===== src/rtl/key_hex_driver.sv =====
// key_hex_driver
// Display-side controller for the six hex digits of the ARC4 cracker board.
// It tracks the crack engine's lifecycle (idle, searching, found, failed) and
// drives six registered nibbles plus a per-digit blank mask.
// While searching, it shows a periodically sampled snapshot of the candidate key.
// When the search ends, it shows the recovered key, or blanks the display on failure.
// All outputs come from registers, so the downstream decoders never see a glitch cycle.

module key_hex_driver #(
  parameter int SAMPLE_DIV = 2**20,  // cycles between candidate snapshots (>= 2)
  parameter int SAMPLE_W   = 20,     // counter width, 2**SAMPLE_W >= SAMPLE_DIV
  parameter bit LZ_BLANK   = 1'b1    // blank leading zero digits of the held key
) (
  input  logic        clk,
  input  logic        rst,
  input  logic        start,
  input  logic [23:0] cand_key,
  input  logic        done,
  input  logic        key_valid,
  input  logic [23:0] key,
  output logic [3:0]  hex0,
  output logic [3:0]  hex1,
  output logic [3:0]  hex2,
  output logic [3:0]  hex3,
  output logic [3:0]  hex4,
  output logic [3:0]  hex5,
  output logic [5:0]  blank,
  output logic        busy,
  output logic        found,
  output logic        failed
);

  typedef enum logic [1:0] {
    S_IDLE  = 2'd0,
    S_RUN   = 2'd1,
    S_FOUND = 2'd2,
    S_FAIL  = 2'd3
  } state_t;

  // Counter value on the cycle just before a snapshot edge.
  localparam logic [SAMPLE_W-1:0] CNT_LAST  = SAMPLE_W'(SAMPLE_DIV - 1);
  localparam logic [SAMPLE_W-1:0] CNT_ONE   = SAMPLE_W'(1);
  localparam logic [5:0]          BLANK_ALL = 6'h3F;

  state_t              r_state;
  logic [23:0]         r_disp;
  logic [SAMPLE_W-1:0] r_cnt;
  logic [5:0]          r_blank;
  logic                r_busy;
  logic                r_found;
  logic                r_failed;

  // w_zero_from[n] is 1 when nibbles n..5 of the incoming key are all zero.
  // Digit 0 is never blanked, so a zero key still shows a single "0".
  logic [6:1]          w_zero_from;
  logic [5:0]          w_key_blank;
  logic                w_wrap;

  assign w_zero_from[6] = 1'b1;

  generate
    for (genvar gi = 1; gi < 6; gi++) begin : g_lz
      assign w_zero_from[gi] = w_zero_from[gi+1] & ~(|key[4*gi +: 4]);
    end
  endgenerate

  // The mask is built from the key input itself.
  // This lets it be registered on the same edge that loads the key into disp.
  assign w_key_blank = LZ_BLANK ? {w_zero_from[5:1], 1'b0} : 6'h00;

  // Snapshot edge: the counter has reached its last value.
  assign w_wrap = (r_cnt == CNT_LAST);

  // Lifecycle FSM.
  // It updates disp, the sample counter and all registered status outputs.
  always_ff @(posedge clk) begin
    if (rst) begin
      r_state  <= S_IDLE;
      r_disp   <= '0;
      r_cnt    <= '0;
      r_blank  <= BLANK_ALL;
      r_busy   <= 1'b0;
      r_found  <= 1'b0;
      r_failed <= 1'b0;
    end else begin
      case (r_state)
        // Every idle-like state restarts the same way on start.
        // done is ignored in these states.
        S_IDLE, S_FOUND, S_FAIL: begin
          if (start) begin
            r_state  <= S_RUN;
            r_disp   <= cand_key;
            r_cnt    <= '0;
            r_blank  <= 6'h00;
            r_busy   <= 1'b1;
            r_found  <= 1'b0;
            r_failed <= 1'b0;
          end
        end

        S_RUN: begin
          // done has priority over both a colliding start and a colliding snapshot.
          // start is ignored here, so the sample schedule keeps its original phase.
          if (done) begin
            r_cnt  <= '0;
            r_busy <= 1'b0;
            if (key_valid) begin
              r_state <= S_FOUND;
              r_disp  <= key;
              r_blank <= w_key_blank;
              r_found <= 1'b1;
            end else begin
              r_state  <= S_FAIL;
              r_blank  <= BLANK_ALL;
              r_failed <= 1'b1;
            end
          end else if (w_wrap) begin
            r_disp <= cand_key;
            r_cnt  <= '0;
          end else begin
            r_cnt <= r_cnt + CNT_ONE;
          end
        end

        default: begin
          r_state  <= S_IDLE;
          r_disp   <= '0;
          r_cnt    <= '0;
          r_blank  <= BLANK_ALL;
          r_busy   <= 1'b0;
          r_found  <= 1'b0;
          r_failed <= 1'b0;
        end
      endcase
    end
  end

  // Each digit is a direct slice of the display register. hex5 is the most significant.
  assign hex0   = r_disp[3:0];
  assign hex1   = r_disp[7:4];
  assign hex2   = r_disp[11:8];
  assign hex3   = r_disp[15:12];
  assign hex4   = r_disp[19:16];
  assign hex5   = r_disp[23:20];
  assign blank  = r_blank;
  assign busy   = r_busy;
  assign found  = r_found;
  assign failed = r_failed;

endmodule


===== config.mk =====
export PLATFORM = sky130hd
export DESIGN_NAME = key_hex_driver
export DESIGN_NICKNAME = d
export VERILOG_FILES = /design/src/rtl/key_hex_driver.sv
export SDC_FILE = /design/constraint.sdc
export NUM_CORES = 1
export LEC_CHECK = 0
export CORE_MARGIN = 2
export CORE_UTILIZATION = 40
export CTS_CLUSTER_SIZE = 10
export DETAILED_ROUTE_END_ITERATION = 10
export DONT_BUFFER_PORTS = 1
export PLACE_DENSITY = 0.66
export SLEW_MARGIN = 10
export SYNTH_ARGS = -nofsm -noshare
export SYNTH_HDL_FRONTEND = slang
export SYNTH_SLANG_ARGS = --single-unit

===== constraint.sdc =====
create_clock -name clk -period 2 [get_ports clk]
set_input_delay 0.3 -clock clk [delete_from_list [all_inputs] [get_ports clk]]
set_output_delay 0.3 -clock clk [all_outputs]
set_load 0.03 [all_outputs]

==> flow_summary.ini <==
[pwr]
ir_drop_v = 0.0004045
leakage_nw = 1.052
power-per-cell-area_nw_per_um2 = 743.3

[route]
viasPerCell = 5.457
antenna_left = 0
first_pass_iters = 4
wl_um = 6461
drc = 0
avgRoutedWirePerCell_um = 15.95
vias = 2210
drtIter0Drc = 115

[timing]
period_share_pct = 92.27
slew-limit-headroom_pct = 63.18
layout_min_cycle_time_ns = 1.845
fin_setup_tns_ns = 0
worst_slew_pin_slew_ns = 0.5473
max_freq_mhz = 541.9
drv_slew = 0
setup_viol = 0
rsz0062_at_grt = false
clock_skew_ns = 0.01725
hold_viol_final = 0

[die]
die_w_um = 88.25
start_util_pct = 41.56
die_area_um2 = 7787
ioPinCount = 86
die_h_um = 88.25
core_area_um2 = 6832
row_count = 30

[logic_synthesis]
synth_flop_cell = dfxtp_1
synthCells = 308
syn-num-nets = 362
netlist_area_um2 = 2839
synthArstFlopShare_pct = 0
synth_edf_count = 0
syn_avg_cell_area_um2 = 9.217
ys_seq_area_share_pct = 38.78
synth_warnings = 0
ys_seq_elements = 55
synth_cell_types = 53

[grt]
antenna_found_initial = 0
grt_first_pass_wirelength_um = 10450
grt_overflow_total = 0
grt_max_degree = 37
grt_pass1_vias = 2138
grt_use_total_pct = 16.89

[cts]
cts_max_path_buffers = 2
post_cts_buffers = 0
path_clk_slew_ns = 0.09
cts_tree = built
htreeDepth = 2
hold_buffers = 0
clk_latency_ns = 0.31
cts-root-buf = clkbuf_8
cts_resized = 0
clock-sinks = 55
numCtsBuffers = 5

[placed_design]
io_buffers = 0
place.gp.congestion = 0.8451
detailed_place_hpwl_um = 4797

[setup_path]
arrival_ns = 2.05
slowest_stage = dfxtp_1
critPathKind = reg -> reg
crit_required_ns = 2.20
path_cells = and3_4 > nand4_4 > nor4_4 > o22ai_2 > buf_12 > a221oi_1
timing.rr.start = r_cnt[16]
crit_start = r_cnt[16]
worstSetupStartpointType = register
cp_slowest_stage_delay_ns = 0.42
endpoint_kind = register
path_max_fanout = 24

[cells_and_area]
layout_common_cells = 56 x nor2_1, 55 x dfxtp_1, 26 x inv_1
layout_commonest_cell = nor2_1
insertedDiodeCount = 0
fin_util_pct = 44.21
nets = 363
drive_above_1_share_pct = 17.15
synthToLayoutAreaGrowth_pct = 6.391

[status]
status = finished, final reports clean

[worst_hold_path]
min-delay-path-class = in -> reg
hp-start = rst

[job]
maxCapViolCount = 0
routing by layer:
metal  part of all wire [%]  vias up  GRT usage (%)
met5                      0        -              0
met4                   0.91        0          3.719
met3                    8.9        7          7.090
met2                     47       70          26.93
met1                     43     1044          21.49
li1                       -     1089              -
area by class of cell:
class	count	area (µm²)
fill	684	3811
inverter	26	97.59
multi-input combinational	209	1504
clock buffer	5	68.82
sequential	55	1101
tap	96	120.1
timing repair buffer	12	115.1
clock inverter	2	13.76
cells by family after synthesis:
| group | synth area share (%) |
|---|---|
| xor gates and xnor gates | 4.319 |
| AOI/OAI and AO/OA | 25.39 |
| muxes | 0.7052 |
| and+or+nand+nor | 22.12 |
| adders and majority gates | 0.4407 |
| DFF | 38.78 |
| buffers and inverters | 8.241 |
synth_stat cells (2+ instances only):
| cell type | instances | share of area [%] |
|---|---|---|
| nor2_1 | 56 | 7.4 |
| dfxtp_1 | 55 | 39 |
| inv_1 | 26 | 3.4 |
| o21bai_1 | 24 | 6.3 |
| a221oi_2 | 20 | 11 |
| nand2_1 | 15 | 2.0 |
| xnor2_1 | 10 | 3.1 |
| a21oi_1 | 9 | 1.6 |
| clkbuf_1 | 6 | 0.79 |
| nand3_1 | 6 | 1.1 |
| nor4_1 | 6 | 1.3 |
| nor3_1 | 5 | 0.88 |
| a221oi_1 | 4 | 1.2 |
| buf_2 | 4 | 0.71 |
| nand2b_1 | 4 | 0.88 |
| nand4_1 | 4 | 0.88 |
| xor2_1 | 4 | 1.2 |
| buf_6 | 3 | 1.2 |
| nand3b_1 | 3 | 0.79 |
| o21ai_0 | 3 | 0.53 |
| or4_1 | 3 | 0.79 |
| a211o_1 | 2 | 0.62 |
| a221o_1 | 2 | 0.71 |
| and2_1 | 2 | 0.44 |
| mux2i_1 | 2 | 0.71 |
| nand3_4 | 2 | 1.2 |
| or2_2 | 2 | 0.44 |
registers in the layout, summed over array words and instances, names as in the netlist:
name / cells
blank: 6
busy: 1
failed: 1
found: 1
r_cnt: 20
r_disp: 24
r_state: 2
worst paths after layout:
| kind | slack [ns] | to | depth (start not counted) |
|---|---|---|---|
| hold / removal | 0.05 | r_cnt[16] | 1 |
| setup / recovery | 0.15 | r_disp[9] | 6 |
| hold reg to reg | 0.49 | r_state[1] | 2 |
| setup reg to reg | 0.15 | r_disp[9] | 6 |
per-stage QoR:
stage	total power [W]	instances	hold WS, ns	instance area [µm²]	worst slack [ns]
2_1_floorplan	0.001621	308	0.3956	2839	0.2961
3_3_place_gp	0.001670	398	0.3793	2938	0.2426
3_5_place_dp	0.001678	398	0.3819	2938	0.1878
4_1_cts	0.002268	405	0.04188	3020	0.1536
5_1_grt	0.002347	405	0.03425	3020	0.01316
6_report	0.002245	405	0.05497	3020	0.1547
worst max-delay path: cells and delay by family (launching register included):
kind	cells	cell delay, ns
buffers and inverters	1	0.19
DFF	1	0.42
AOI/OAI and AO/OA	2	0.41
and+or+nand+nor	3	0.71
power by group:
part           total (W)  internal, W  switching, W
clock network   0.000597     0.000241      0.000357
registers        0.00135      0.00117      0.000184
logic           0.000297     0.000133      0.000164
total            0.00225      0.00154      0.000705
No activity file was read; power rests on OpenSTA's default activity.
